### src/rtl/bsg_manycore_eva_to_npa_pipe.sv
// bsg_manycore_eva_to_npa_pipe
//   Two-stage valid/ready EVA -> NPA translator for a manycore endpoint.
//   Stage 1 captures the EVA and the tile-group/DRAM configuration and decodes the
//   address class; stage 2 forms (x, y, epa) and holds it as the output register.
//   Also flags invalid or out-of-group addresses and counts invalid results consumed.
// Ports:
//   clk_i, reset_n_i              clock, asynchronous active-low reset
//   v_i, ready_o, eva_i           request handshake and 32-bit byte EVA
//   tgo_x_i, tgo_y_i              tile-group origin
//   tg_lg_dim_x_i, tg_lg_dim_y_i  log2 tile-group dimensions (0..4)
//   dram_enable_i                 striped DRAM mode
//   v_o, yumi_i                   result handshake
//   x_cord_o, y_cord_o, epa_o     translated NPA
//   invalid_o                     result is invalid (NPA forced to zero)
//   fault_cnt_o, clear_fault_i    saturating invalid-result counter and its clear
module bsg_manycore_eva_to_npa_pipe #(
  parameter int unsigned data_width_p                 = 32,
  parameter int unsigned addr_width_p                 = 28,
  parameter int unsigned x_cord_width_p               = 4,
  parameter int unsigned y_cord_width_p               = 4,
  parameter int unsigned num_tiles_x_p                = 16,
  parameter int unsigned num_tiles_y_p                = 8,
  parameter int unsigned vcache_block_size_in_words_p = 8,
  parameter int unsigned vcache_size_p                = 1024,
  parameter int unsigned dram_banks_p                 = 2 * num_tiles_x_p,
  parameter int unsigned dmem_start_p                 = 'h400,
  parameter int unsigned fault_cnt_width_p            = 8
) (
  input  logic                         clk_i,
  input  logic                         reset_n_i,
  input  logic                         v_i,
  output logic                         ready_o,
  input  logic [data_width_p-1:0]      eva_i,
  input  logic [x_cord_width_p-1:0]    tgo_x_i,
  input  logic [y_cord_width_p-1:0]    tgo_y_i,
  input  logic [2:0]                   tg_lg_dim_x_i,
  input  logic [2:0]                   tg_lg_dim_y_i,
  input  logic                         dram_enable_i,
  output logic                         v_o,
  input  logic                         yumi_i,
  output logic [x_cord_width_p-1:0]    x_cord_o,
  output logic [y_cord_width_p-1:0]    y_cord_o,
  output logic [addr_width_p-1:0]      epa_o,
  output logic                         invalid_o,
  output logic [fault_cnt_width_p-1:0] fault_cnt_o,
  input  logic                         clear_fault_i
);

  localparam int unsigned Vb = $clog2(vcache_block_size_in_words_p);
  localparam int unsigned Vs = $clog2(vcache_size_p);
  localparam int unsigned Nb = $clog2(dram_banks_p);
  localparam int unsigned EpaWordAddrWidth = 16;
  localparam logic [31:0] SharedLimit = 32'h1 << (EpaWordAddrWidth - 2);
  localparam logic [31:0] HostBit = 32'h1 << (addr_width_p - 1);
  localparam logic [y_cord_width_p-1:0] YBottom = y_cord_width_p'(num_tiles_y_p + 1);

  typedef enum logic [2:0] {ClsInvalid, ClsDram, ClsGlobal, ClsGroup, ClsShared} cls_e;

  // Stage 1 state
  logic                      s1_v_q;
  logic [31:0]               s1_eva_q;
  logic [x_cord_width_p-1:0] s1_tgo_x_q;
  logic [y_cord_width_p-1:0] s1_tgo_y_q;
  logic [2:0]                s1_lg_x_q, s1_lg_y_q;
  logic                      s1_dram_en_q;
  cls_e                      s1_cls_q;

  // Stage 2 (output) state
  logic                         s2_v_q;
  logic [x_cord_width_p-1:0]    s2_x_q;
  logic [y_cord_width_p-1:0]    s2_y_q;
  logic [addr_width_p-1:0]      s2_epa_q;
  logic                         s2_inv_q;
  logic [fault_cnt_width_p-1:0] fault_cnt_q, fault_cnt_d;

  logic s2_ready, s1_ready;
  cls_e cls_in;

  assign s2_ready = ~s2_v_q | yumi_i;
  assign s1_ready = ~s1_v_q | s2_ready;
  assign ready_o  = s1_ready;

  // Class decode, highest priority first
  always_comb begin
    if (eva_i[31])                   cls_in = ClsDram;
    else if (eva_i[30])              cls_in = ClsGlobal;
    else if (eva_i[29])              cls_in = ClsGroup;
    else if (eva_i[28:27] == 2'b01)  cls_in = ClsShared;
    else                             cls_in = ClsInvalid;
  end

  always_ff @(posedge clk_i or negedge reset_n_i) begin
    if (!reset_n_i) begin
      s1_v_q       <= 1'b0;
      s1_eva_q     <= '0;
      s1_tgo_x_q   <= '0;
      s1_tgo_y_q   <= '0;
      s1_lg_x_q    <= '0;
      s1_lg_y_q    <= '0;
      s1_dram_en_q <= 1'b0;
      s1_cls_q     <= ClsInvalid;
    end else if (s1_ready) begin
      s1_v_q <= v_i;
      if (v_i) begin
        s1_eva_q     <= 32'(eva_i);
        s1_tgo_x_q   <= tgo_x_i;
        s1_tgo_y_q   <= tgo_y_i;
        s1_lg_x_q    <= tg_lg_dim_x_i;
        s1_lg_y_q    <= tg_lg_dim_y_i;
        s1_dram_en_q <= dram_enable_i;
        s1_cls_q     <= cls_in;
      end
    end
  end

  // NPA formation; all fields are pulled from the word index eva[30:2]
  logic [31:0] word, blk, bank, shr, shr_local, lx, ly, fx, fy;
  logic [x_cord_width_p-1:0] x_n;
  logic [y_cord_width_p-1:0] y_n;
  logic [addr_width_p-1:0]   epa_n;
  logic                      inv_n;

  always_comb begin
    word      = (s1_eva_q >> 2) & 32'h1fff_ffff;
    blk       = word >> Vb;
    bank      = blk & 32'(dram_banks_p - 1);
    lx        = 32'(s1_lg_x_q);
    ly        = 32'(s1_lg_y_q);
    shr       = word & 32'h01ff_ffff;
    shr_local = shr >> (lx + ly);
    fx        = (word >> 16) & 32'h3f;
    fy        = (word >> 22) & 32'h1f;
    x_n       = '0;
    y_n       = '0;
    epa_n     = '0;
    inv_n     = 1'b0;
    unique case (s1_cls_q)
      ClsDram: begin
        if (s1_dram_en_q) begin
          // bank MSB picks the bottom vcache row; lower bank bits are the column
          x_n   = x_cord_width_p'(bank & ((32'h1 << (Nb - 1)) - 32'h1));
          y_n   = (((bank >> (Nb - 1)) & 32'h1) != 32'h0) ? YBottom : '0;
          epa_n = addr_width_p'(((blk >> Nb) << Vb) | (word & ((32'h1 << Vb) - 32'h1)));
        end else if (word[28]) begin
          // host space
          y_n   = y_cord_width_p'(1);
          epa_n = addr_width_p'(HostBit | (word & (HostBit - 32'h1)));
        end else begin
          x_n   = x_cord_width_p'(word >> Vs);
          y_n   = (((word >> (Vs + x_cord_width_p)) & 32'h1) != 32'h0) ? YBottom : '0;
          epa_n = addr_width_p'(word & ((32'h1 << Vs) - 32'h1));
        end
      end
      ClsGlobal: begin
        x_n   = x_cord_width_p'(fx);
        y_n   = y_cord_width_p'((word >> 22) & 32'h3f);
        epa_n = addr_width_p'(word & 32'hffff);
      end
      ClsGroup: begin
        if (((fx >> lx) != 32'h0) || ((fy >> ly) != 32'h0)) begin
          inv_n = 1'b1;
        end else begin
          x_n   = x_cord_width_p'(32'(s1_tgo_x_q) + fx);
          y_n   = y_cord_width_p'(32'(s1_tgo_y_q) + fy);
          epa_n = addr_width_p'(word & 32'hffff);
        end
      end
      ClsShared: begin
        if (shr_local >= SharedLimit) begin
          inv_n = 1'b1;
        end else begin
          x_n   = x_cord_width_p'(32'(s1_tgo_x_q) + (shr & ((32'h1 << lx) - 32'h1)));
          y_n   = y_cord_width_p'(32'(s1_tgo_y_q) + ((shr >> lx) & ((32'h1 << ly) - 32'h1)));
          epa_n = addr_width_p'(shr_local + 32'(dmem_start_p));
        end
      end
      default: inv_n = 1'b1;
    endcase
  end

  always_ff @(posedge clk_i or negedge reset_n_i) begin
    if (!reset_n_i) begin
      s2_v_q   <= 1'b0;
      s2_x_q   <= '0;
      s2_y_q   <= '0;
      s2_epa_q <= '0;
      s2_inv_q <= 1'b0;
    end else if (s2_ready) begin
      s2_v_q <= s1_v_q;
      if (s1_v_q) begin
        s2_x_q   <= x_n;
        s2_y_q   <= y_n;
        s2_epa_q <= epa_n;
        s2_inv_q <= inv_n;
      end
    end
  end

  // Clear wins over a same-cycle increment; increment saturates at all-ones
  always_comb begin
    fault_cnt_d = fault_cnt_q;
    if (clear_fault_i) begin
      fault_cnt_d = '0;
    end else if (s2_v_q && yumi_i && s2_inv_q && !(&fault_cnt_q)) begin
      fault_cnt_d = fault_cnt_q + fault_cnt_width_p'(1);
    end
  end

  always_ff @(posedge clk_i or negedge reset_n_i) begin
    if (!reset_n_i) fault_cnt_q <= '0;
    else            fault_cnt_q <= fault_cnt_d;
  end

  assign v_o         = s2_v_q;
  assign x_cord_o    = s2_x_q;
  assign y_cord_o    = s2_y_q;
  assign epa_o       = s2_epa_q;
  assign invalid_o   = s2_inv_q;
  assign fault_cnt_o = fault_cnt_q;

endmodule

### config.mk
export PLATFORM = sky130hd
export DESIGN_NAME = bsg_manycore_eva_to_npa_pipe
export DESIGN_NICKNAME = d
export VERILOG_FILES = /design/src/rtl/bsg_manycore_eva_to_npa_pipe.sv
export SDC_FILE = /design/constraint.sdc
export NUM_CORES = 1
export LEC_CHECK = 0
export BUFFER_PORTS_ARGS = -buffer_cell sky130_fd_sc_hd__buf_2
export CORE_UTILIZATION = 45
export CTS_CLUSTER_DIAMETER = 200
export DETAILED_ROUTE_END_ITERATION = 7
export GPL_ROUTABILITY_DRIVEN = 0
export PLACE_DENSITY = 0.64
export SYNTH_ARGS = -nofsm -noshare
export SYNTH_HDL_FRONTEND = slang
export SYNTH_SLANG_ARGS = --single-unit
### constraint.sdc
create_clock -name clk_i -period 3.87 [get_ports clk_i]
set_input_delay 0.5805 -clock clk_i [delete_from_list [all_inputs] [get_ports clk_i]]
set_output_delay 0.5805 -clock clk_i [all_outputs]
set_load 0.05 [all_outputs]
# Yosys cells after proc, flatten, opt, wreduce, memory -nomap -nowiden
# Cells that the tools add are included.
# word_totals
reg_bits	96
in_bits	52
out_inout_bits	47
# op_classes
add_sub_neg	9
magnitude_cmp	1
eq_ne	5
n_shift	6
mux	26
bitwise_logic	7
reduce_logical	12
# op_table
op	count
one-hot mux 28 bit (4 select lines)	1
2-to-1 mux 28 bit	3
nonzero test 32 bit	2
2-to-1 mux 4 bit	10
greater-or-equal comparator 32 x 15 -> 1 bit (second input constant)	1
one-hot mux 4 bit (4 select lines)	2
right shift 25 x 4 -> 32 bit	1
right shift 5 x 3 -> 32 bit	1
right shift 6 x 3 -> 32 bit	1
adder 28 x 11 -> 28 bit (second input constant)	1
right shift 25 x 3 -> 4 bit	1
OR 24 x 3 -> 24 bit	1
adder 4 bit	4
2-to-1 mux 16 bit	1
2-to-1 mux 8 bit	2
2-to-1 mux 3 bit	4
adder 8 x 1 -> 8 bit (second input constant)	1
AND 4 bit	2
AND reduction 8 bit	1
left shift 1 x 3 -> 4 bit (first input constant)	2
subtractor 4 x 1 -> 4 bit (second input constant)	2
== test 3 x 2 -> 1 bit (second input constant)	2
adder 3 x 3 -> 4 bit	1
AND reduction 2 bit	2
other kinds (12)	17

# Longest topological paths before layout
# Gate-level depths: netlist of the first run.
# logic_depth
depth_word	6
ltp_mapped	14
ltp_nobuf	10

# Worst setup path before layout of the first run
# No wires, ideal clock.
# synth_timing
path_kind	flip-flop to flip-flop
from	reg s1_lg_x_q[1]
to	reg s2_epa_q[12], in the netlist epa_o[12]
arrival_time_ns	2.881
setup_slack_ns	0.855
path_stages_with_launch	11
path_buffers	2
synth_period_minus_slack_ns	3.015
cell_sequence	dfrtp_1 > buf_2 > inv_2 > fa_1 > buf_4 > mux4_2 > mux2_2 > mux2_2 > ha_1 > xnor2_1 > o21ai_1
# synth_via
elab_chain_cells	5
# synth_rtl
element	line_no	source
start: declaration	64	logic [2:0] s1_lg_x_q, s1_lg_y_q;
start signal: assignment	108	s1_lg_x_q <= tg_lg_dim_x_i;
adder 3 x 3 -> 4 bit or right shift 6 x 3 -> 32 bit (tied branches)	130, 160	
right shift 25 x 4 -> 32 bit or nonzero test 32 bit (tied branches)	130, 160	
adder 28 x 11 -> 28 bit (tied with other cells)	174	epa_n = addr_width_p'(shr_local + 32'(dmem_start_p));
2-to-1 mux 28 bit or 2-to-1 mux 16 bit (tied branches)	169, 160	
one-hot mux 28 bit (4 select lines) *	137	unique case (s1_cls_q)
end signal: assignment	193	s2_epa_q <= epa_n;
end: declaration	72	logic [addr_width_p-1:0] s2_epa_q;
# Mark *: on every way between the ends. The rest lies on a longest branch, timed or not.
# A chain may end at the register's enable or synchronous reset.

# Final worst setup path of the first run
# layout_timing
from	reg s1_lg_y_q[0]
to	reg s2_y_q[0], in the netlist y_cord_o[0]
# layout_via
elab_chain_cells	6
# layout_rtl
element	line_no	source
start: declaration	64	
start signal: assignment	109	s1_lg_y_q <= tg_lg_dim_y_i;
branches (longest 5 deep; another with greater-or-equal comparator 32 x 15 -> 1 bit)	--	
one-hot mux 4 bit (4 select lines) *	137	
end signal: assignment	192	s2_y_q <= y_n;
end: declaration	71	logic [y_cord_width_p-1:0] s2_y_q;
# Mark *: on every way between the ends.

==> impl_metrics.tcl, run 1 <==
set metrics [dict create \
    status "complete, no violations" \
    drt-met1-wl_mm 8.12 \
    clk_latency_ns 0.36 \
    synthFlopType "dfrtp_1" \
    crit_path_start_kind "flop" \
    dr_wl_met3_mm 1.41 \
    hold_class "input pin to async pin" \
    cap_violations 0 \
    synth_seq_cells 94 \
    drtAntennaViolNets 0 \
    fin_crit_sh 0.883 \
    rows 43 \
    path_cells "ha_1, inv_1, fa_2, buf_12, mux2i_1, mux2_2, o211ai_1, a2bb2o_4, a21oi_4, nand2_2, o221ai_1" \
    syn_area_sq_um 6620 \
    synth.distinct_cells 67 \
    clockRootBuffer "clkbuf_16" \
    max_slew_margin 0.270 \
    leakagePower_nw 3.37 \
    worst_pin_slew_ns 1.09 \
    crit_slowest_cell "fa_2" \
    numCtsBuffers 9 \
    overflow 0 \
    endpoint_kind "flop" \
    drive_gt1_frac 0.302 \
    drcViolationCount 0 \
    worstPathMaxFanout 28 \
    cts_num_sinks 94 \
    initial_core_util 0.470 \
    syn2layout_area_growth_pct 13.7 \
    firstDrtPassIters 5 \
    slew_viol_final 0 \
    holdBufCountCts 0 \
    post_cts_buffers 0 \
    hold_viol_final 0 \
    core-area_sq_um 14100 \
    grt_pass1_wl_mm 28.9 \
    fin_nets 805 \
    grt_max_degree 85 \
    first_global_vias 5370 \
    post_cts_resized 0 \
    die_y_um 123 \
    cts_max_level 3 \
    power_density_nw_per_um2 620 \
    crit_type "flop to flop" \
    dp.cells 898 \
    critical_path_required_ns 4.14 \
    antennaDiodeCount 0 \
    vias_per_cell 6.11 \
    dieArea_sq_um 15200 \
    hpwl_mm 13.2 \
    irDropWorstVdd_v 0.000321 \
    cts_tree "yes" \
    grt_use_total 0.256 \
    final_cells 914 \
    synth_seq_area_share 0.355 \
    post_drt_wl_per_cell_um 20.2 \
    dr.first_iter.drc_count 460 \
    grt_setup_unrepaired "no" \
    chipWidth_um 123 \
    synth_edf_count 0 \
    pin_count 99 \
    fin_tns_setup_ns 0 \
    critPathArrivalTime_ns 3.69 \
    wl_met2_mm 8.49 \
    synthCells 660 \
    avgSynthCellArea_sq_um 10.0 \
    ctsLongestPathBuffers 2 \
    num_vias 5587 \
    finalClockSkew_ns 0.0111 \
    cts.clk_slew.worst_paths_ns 0.08 \
    fin_crit_ns 3.42 \
    wirelength_mm 18.4 \
    ys_async_sr_fraction 1.00 \
    crit_path_max_incr_delay_ns 0.73 \
    synth_warnings 0 \
    syn_nets 736 \
    antenna_found_initial 0 \
    highest_layer "met4" \
    setup_viol 0 \
    port_buffers 96 \
    fmax_mhz 293 \
]
-- worst max-delay path, delay by kind of cell (launching register included) --
kind	cells	cell delay (ns)
fa+ha+maj	2	0.94
compound gates	4	0.89
mux	2	0.47
flops	1	0.46
buf+inv	2	0.30
simple gates	1	0.24
-- through the flow --
stage | power, mW | cell area, sq um | setup slack (ns) | hold WS (ns) | utilization
2_1_floorplan | 3.15 | 6620 | 0.855 | 0.285 | -
3_3_place_gp | 3.65 | 7220 | 0.532 | 0.458 | 0.512
3_5_place_dp | 3.72 | 7220 | 0.463 | 0.468 | 0.512
4_1_cts | 4.67 | 7530 | 0.461 | 0.413 | 0.534
5_1_grt | 4.92 | 7530 | 0.212 | 0.441 | 0.534
6_report | 4.67 | 7530 | 0.453 | 0.387 | 0.534
-- where the power goes --
part | internal, mW | switching, mW
Combinational | 0.966 | 1.34
Sequential | 1.14 | 0.280
Clock | 0.517 | 0.424
-- final cells by class --
| type | instances | area, sq um |
|---|---|---|
| tap | 180 | 225 |
| clock buffer | 9 | 225 |
| timing repair buffer | 113 | 623 |
| inverter | 15 | 56.3 |
| fill | 1311 | 6570 |
| clock inverter | 7 | 85.1 |
| sequential | 94 | 2350 |
| multi-input combinational | 496 | 3960 |
-- cell families (layout without fill, tap and decap cells) --
group / count (synthesis) / count (layout) / synth area share
AOI/OAI and AO/OA: 158 / 158 / 0.169
xor gates and xnor gates: 25 / 25 / 0.0370
adders and majority gates: 24 / 24 / 0.0510
buffers and inverters: 70 / 144 / 0.0469
DFF: 94 / 94 / 0.355
muxes: 104 / 104 / 0.208
and+or+nand+nor: 185 / 185 / 0.133
-- cells in the final DEF, fill, tap and decap left out, drive strengths merged, types with 3 or more instances in the layout --
cell / netlist / final
nand2: 70 / 70
xor2: 11 / 11
a21oi: 32 / 32
mux2: 56 / 56
nand4: 3 / 3
xnor2: 14 / 14
fa: 5 / 5
or3: 3 / 3
nor2: 40 / 40
nor3b: 6 / 6
clkbuf: 29 / 9
a2bb2oi: 4 / 4
o211ai: 9 / 9
a21o: 6 / 6
o21ai: 29 / 29
o31ai: 4 / 4
a211oi: 8 / 8
ha: 19 / 19
inv: 14 / 20
nor3: 10 / 10
and3: 3 / 3
o221ai: 3 / 3
dfrtp: 94 / 94
a22oi: 20 / 20
a31oi: 10 / 10
nor2b: 9 / 9
buf: 26 / 113
nand2b: 6 / 6
o2111ai: 4 / 4
mux4: 21 / 21
a222oi: 4 / 4
and2: 9 / 9
mux2i: 27 / 27
a221oi: 4 / 4
nand3: 20 / 20
-- synthesized netlist by cell type (5+ instances only) --
library cell	number	area (sq um)
nor3_1	10	50.1
o211ai_1	9	67.6
clkbuf_1	29	109
o21ai_0	20	100
nand2_1	69	259
ha_1	19	238
xor2_1	10	87.6
a31oi_1	10	62.6
o21ai_1	9	45.0
fa_1	5	100
mux4_2	21	473
a22oi_1	20	150
nand2b_1	6	37.5
a21oi_1	31	155
dfrtp_1	94	2350
nand3_1	19	95.1
nor3b_1	6	45.0
a211oi_1	8	60.1
mux2_2	56	631
buf_1	7	26.3
nor2b_1	9	56.3
buf_2	14	70.1
a21o_1	6	45.0
xnor2_1	13	114
mux2i_1	27	270
and2_1	9	56.3
inv_1	12	45.0
nor2_1	40	150
-- layer usage --
| metal | up-vias | global-route usage |
|---|---|---|
| li1 | 2567 | - |
| met1 | 2754 | 0.356 |
| met2 | 236 | 0.396 |
| met3 | 30 | 0.0484 |
| met4 | 0 | 0.0934 |
| met5 | - | 0 |
-- state kept, by name (all words and copies together), names as in the netlist --
signal and cells:
invalid_o 1, s1_dram_en_q 1, s1_tgo_x_q 4, v_o 1, fault_cnt_o 8, s1_v_q 1
y_cord_o 4, s1_lg_y_q 3, x_cord_o 4, epa_o 28, s1_cls_q 3, s1_lg_x_q 3
s1_eva_q 29, s1_tgo_y_q 4
-- path summary, 6_finish.rpt --
check | startpoint | end | slack (ns) | cells after the start
min | reset_n_i | fault_cnt_o[5]$_DFFE_PN0P_ | 0.39 | 1
max reg2reg | s1_lg_y_q[0]$_DFFE_PN0P_ | y_cord_o[0]$_DFFE_PN0P_ | 0.45 | 11
min reg2reg | epa_o[21]$_DFFE_PN0P_ | epa_o[21]$_DFFE_PN0P_ | 0.48 | 2
max | s1_lg_y_q[0]$_DFFE_PN0P_ | y_cord_o[0]$_DFFE_PN0P_ | 0.45 | 11
min in group clk_i | eva_i[31] | s1_cls_q[1]$_DFFE_PN0P_ | 0.44 | 2
max in group asynchronous | reset_n_i | s1_dram_en_q$_DFFE_PN0P_ | 2.66 | 2
Power figures use the tool's default switching activity.
==> run 2: changes to the inputs <==
CTS_BUF_LIST = sky130_fd_sc_hd__clkbuf_4 sky130_fd_sc_hd__clkbuf_8   (was default)
==> impl_metrics.tcl, run 2 (synthesis gave the netlist of run 1 again) <==
set metrics [dict create \
    status "complete, no violations" \
    cts.clk_slew.worst_paths_ns 0.11 \
    fin_nets 805 \
    worst_r2r_path_depth 10 \
    top_register "s1_eva_q" \
    post_cts_resized 0 \
    fin_crit_sh 0.883 \
    hold_class "input pin to async pin" \
    critPathArrivalTime_ns 3.69 \
    post_cts_buffers 0 \
    numCtsBuffers 9 \
    p_int_mw 2.42 \
    first_global_vias 5355 \
    final_common_cell "buf_2" \
    port_buffers 96 \
    vias_per_cell 6.13 \
    critical_path_required_ns 4.14 \
    leakagePower_nw 3.32 \
    num_vias 5601 \
    finalClockSkew_ns 0.0141 \
    pin_count 99 \
    core-area_sq_um 14100 \
    die_y_um 123 \
    timing.rr.start "s1_lg_y_q[0]$_DFFE_PN0P_" \
    grt_use_total 0.254 \
    crit_type "flop to flop" \
    overflow 0 \
    firstDrtPassIters 4 \
    clk_latency_ns 0.39 \
    irDropWorstVdd_v 0.000287 \
    dieArea_sq_um 15200 \
    chipWidth_um 123 \
    crit_path_max_incr_delay_ns 0.73 \
    rr_endpoint "epa_o[12]$_DFFE_PN0P_" \
    largest_register_ffs 29 \
    fin_tns_setup_ns 0 \
    power_density_nw_per_um2 597 \
    final_cell_mix "buf_2 (95), dfrtp_1 (94), nand2_1 (68)" \
    worstSetupEndpoint "epa_o[12]$_DFFE_PN0P_" \
    p_sw_frac 0.456 \
    grt_pass1_wl_mm 28.9 \
    hpwl_mm 13.2 \
    grt_max_degree 85 \
    worst_pin_slew_ns 1.10 \
    crit_path_start_kind "flop" \
    cp-startpoint "s1_lg_y_q[0]$_DFFE_PN0P_" \
    fin_util 0.527 \
    antenna_found_initial 0 \
    wirelength_mm 18.3 \
    syn2layout_area_growth_pct 12.2 \
    p_seq_frac 0.319 \
    ctsLongestPathBuffers 2 \
    initial_core_util 0.470 \
    max_slew_margin 0.266 \
    fmax_mhz 292 \
    drtAntennaViolNets 0 \
    cts_tree "yes" \
    r2r_setup_slack_ns 0.45 \
    post_drt_wl_per_cell_um 20.1 \
    dr.first_iter.drc_count 443 \
    hold_viol_final 0 \
    endpoint_kind "flop" \
    rows 43 \
    fin_crit_ns 3.42 \
    setup_viol 0 \
    cts_num_sinks 94 \
    slew_viol_final 0 \
    power.share.clock 0.161 \
    drive_gt1_frac 0.302 \
    crit_slowest_cell "fa_2" \
    cts_max_level 3 \
    combPwrFrac 0.521 \
    path_cells "ha_1, inv_1, fa_2, buf_12, mux4_2, mux2_2, mux2_2, ha_1, xnor2_1, o21ai_1" \
    antennaDiodeCount 0 \
    cap_violations 0 \
    drcViolationCount 0 \
    p_sw_mw 2.02 \
    clockRootBuffer "clkbuf_8" \
    worstPathMaxFanout 28 \
    holdBufCountCts 0 \
    grt_setup_unrepaired "no" \
]
## run 2: cell counts in the layout (fill, tap and decap cells not counted)
Identical to the previous run, type by type.
## run 2: power groups by stage
stage / logic (mW) / registers, mW / clock network (mW)
after global placement: 2.23 / 1.42 / 0
after detailed placement: 2.29 / 1.43 / 0
after CTS: 2.30 / 1.41 / 0.724
after floorplan: 1.58 / 1.57 / 0
final: 2.31 / 1.41 / 0.713
after global routing: 2.49 / 1.43 / 0.760
## run 2: layout make-up
| class | count | area [sq um] |
|---|---|---|
| Tap cell | 180 | 225 |
| Inverter | 15 | 56.3 |
| Clock inverter | 7 | 85.1 |
| Timing Repair Buffer | 113 | 623 |
| Fill cell | 1321 | 6670 |
| Multi-Input combinational cell | 496 | 3960 |
| Clock buffer | 9 | 124 |
| Sequential cell | 94 | 2350 |
## run 2: stage by stage
step | instances | power (mW) | hold WS [ns] | cell area, sq um | setup slack, ns
2_1_floorplan | 660 | 3.15 | 0.285 | 6620 | 0.855
3_5_place_dp | 898 | 3.72 | 0.468 | 7220 | 0.463
4_1_cts | 914 | 4.43 | 0.377 | 7430 | 0.456
6_report | 914 | 4.44 | 0.359 | 7430 | 0.451
5_1_grt | 914 | 4.69 | 0.396 | 7430 | 0.205
3_3_place_gp | 898 | 3.65 | 0.458 | 7220 | 0.532
## run 2: layer usage
| layer | GRT usage | vias up | wire [um] | share of wire |
|---|---|---|---|---|
| met5 | 0 | - | 0 | 0 |
| met4 | 0.0813 | 0 | 274 | 0.015 |
| met3 | 0.0466 | 20 | 1490 | 0.081 |
| met2 | 0.397 | 259 | 8560 | 0.47 |
| met1 | 0.357 | 2756 | 8010 | 0.44 |
| li1 | - | 2566 | - | - |
## run 2: worst min path at each step
stage                                             to  slack (ns)  cells past startpoint
after floorplan                 epa_o[0]$_DFFE_PN0P_        0.28                      0
after global placement         epa_o[27]$_DFFE_PN0P_        0.46                      1
after detailed placement       epa_o[21]$_DFFE_PN0P_        0.47                      2
after CTS                    s1_cls_q[1]$_DFFE_PN0P_        0.38                      2
after global routing         s1_cls_q[1]$_DFFE_PN0P_        0.40                      2
final                     fault_cnt_o[5]$_DFFE_PN0P_        0.36                      1
## run 2: critical path, delay by kind of cell, from the launching register on
| kind | cells | cell delay [ns] |
|---|---|---|
| fa+ha+maj | 3 | 1.18 |
| mux | 3 | 1.09 |
| flops | 1 | 0.48 |
| buf+inv | 2 | 0.30 |
| xor+xnor | 1 | 0.16 |
| compound gates | 1 | 0.07 |
==> run 3: changes to the inputs <==
CELL_PAD_IN_SITES_DETAIL_PLACEMENT = 1   (was default)
CELL_PAD_IN_SITES_GLOBAL_PLACEMENT = 1   (was default)
CTS_CLUSTER_DIAMETER = default   (was 200)
PLACE_DENSITY = 0.8   (was 0.64)
==> impl_metrics.tcl, run 3 (synthesis gave the netlist of run 1 again) <==
set metrics [dict create \
    status "complete, no violations" \
    clockRootBuffer "clkbuf_8" \
    fin_tns_setup_ns 0 \
    power_mw 4.52 \
    place_area_sq_um 7200 \
    cts_num_sinks 94 \
    antenna_found_initial 0 \
    grt_pass1_wl_mm 32.8 \
    rr_endpoint "y_cord_o[0]$_DFFE_PN0P_" \
    fin_crit_ns 3.44 \
    die_y_um 123 \
    first_global_vias 6062 \
    final_cell_mix "buf_2 (95), dfrtp_1 (94), nand2_1 (68)" \
    num_vias 5817 \
    critical_path_required_ns 4.16 \
    chipWidth_um 123 \
    irDropWorstVdd_v 0.000346 \
    dieArea_sq_um 15200 \
    largest_register_ffs 29 \
    top_register "s1_eva_q" \
    holdBufCountCts 0 \
    pin_count 99 \
    overflow 0 \
    vias_per_cell 6.38 \
    dp.cells 896 \
    drcViolationCount 0 \
    initial_core_util 0.470 \
    post_cts_resized 0 \
    cp-startpoint "s1_lg_y_q[0]$_DFFE_PN0P_" \
    design_area_sq_um 7410 \
    crit_type "flop to flop" \
    slew_viol_final 0 \
    fin_crit_sh 0.890 \
    final_cells 912 \
    dr.first_iter.drc_count 465 \
    finalClockSkew_ns 0.0196 \
    r2r_setup_slack_ns 0.43 \
    drtAntennaViolNets 0 \
    hold_class "input pin to async pin" \
    power_density_nw_per_um2 610 \
    worst_r2r_path_depth 11 \
    worst_pin_slew_ns 1.10 \
    grt_max_degree 81 \
    rows 43 \
    timing.rr.start "s1_lg_y_q[0]$_DFFE_PN0P_" \
    numCtsBuffers 9 \
    leakagePower_nw 3.31 \
    clk_latency_ns 0.39 \
    cts_max_level 3 \
    worstPathMaxFanout 25 \
    drive_gt1_frac 0.301 \
    cap_violations 0 \
    whs_ns 0.341 \
    max_slew_margin 0.266 \
    pre_cts_slack_ns 0.454 \
    final_common_cell "buf_2" \
    port_buffers 96 \
    grt_use_total 0.289 \
    firstDrtPassIters 5 \
    fmax_mhz 290 \
    hpwl_mm 15.0 \
    syn2layout_area_growth_pct 11.9 \
    wirelength_mm 20.7 \
    core-area_sq_um 14100 \
    cts_tree "yes" \
    hold_viol_final 0 \
    setup_viol 0 \
    post_cts_buffers 0 \
    cts.clk_slew.worst_paths_ns 0.11 \
    grt_setup_unrepaired "no" \
    finalWorstSetupSlack_ns 0.426 \
    fin_util 0.526 \
    ctsLongestPathBuffers 2 \
    critPathArrivalTime_ns 3.74 \
    fin_nets 803 \
    crit_path_start_kind "flop" \
    endpoint_kind "flop" \
    post_drt_wl_per_cell_um 22.7 \
    antennaDiodeCount 0 \
]
==> run 3: worst max-delay path, stage by stage (launching register included) <==
cell and delay, ns:
dfrtp_1 0.47, ha_1 0.23, inv_1 0.07, fa_2 0.49
buf_4 0.26, or2_2 0.31, o221ai_1 0.23, nand4_1 0.15
a2bb2o_4 0.26, a21oi_4 0.39, nand2_2 0.27, o221ai_1 0.22
==> run 3: worst max-delay path by stage <==
stage	end	slack [ns]
global route	epa_o[10]$_DFFE_PN0P_	0.27
global placement	y_cord_o[0]$_DFFE_PN0P_	0.58
CTS	y_cord_o[0]$_DFFE_PN0P_	0.44
detailed placement	y_cord_o[0]$_DFFE_PN0P_	0.45
floorplan	epa_o[12]$_DFFE_PN0P_	0.86
finish	y_cord_o[0]$_DFFE_PN0P_	0.43
==> run 3: final cells by class <==
class / instances / area, sq um
clock buffer: 10 / 131
sequential: 94 / 2350
fill: 1627 / 6690
timing repair buffer: 111 / 608
multi-input combinational: 496 / 3960
clock inverter: 6 / 72.6
tap: 180 / 225
inverter: 15 / 56.3
==> run 3: layer usage <==
layer | part of all wire | global-route usage | vias up
met1 | 0.42 | 0.374 | 2932
li1 | - | - | 2560
met4 | 0.031 | 0.122 | 0
met2 | 0.48 | 0.471 | 264
met5 | 0 | 0 | -
met3 | 0.068 | 0.0567 | 61
==> run 3: report_power, final <==
part / switching [mW] / leakage (nW) / internal [mW] / total, mW
combinational: 1.43 / 2.03 / 0.966 / 2.40
sequential: 0.282 / 1.17 / 1.13 / 1.42
clock: 0.392 / 0.107 / 0.317 / 0.709
total: 2.10 / 3.31 / 2.42 / 4.52
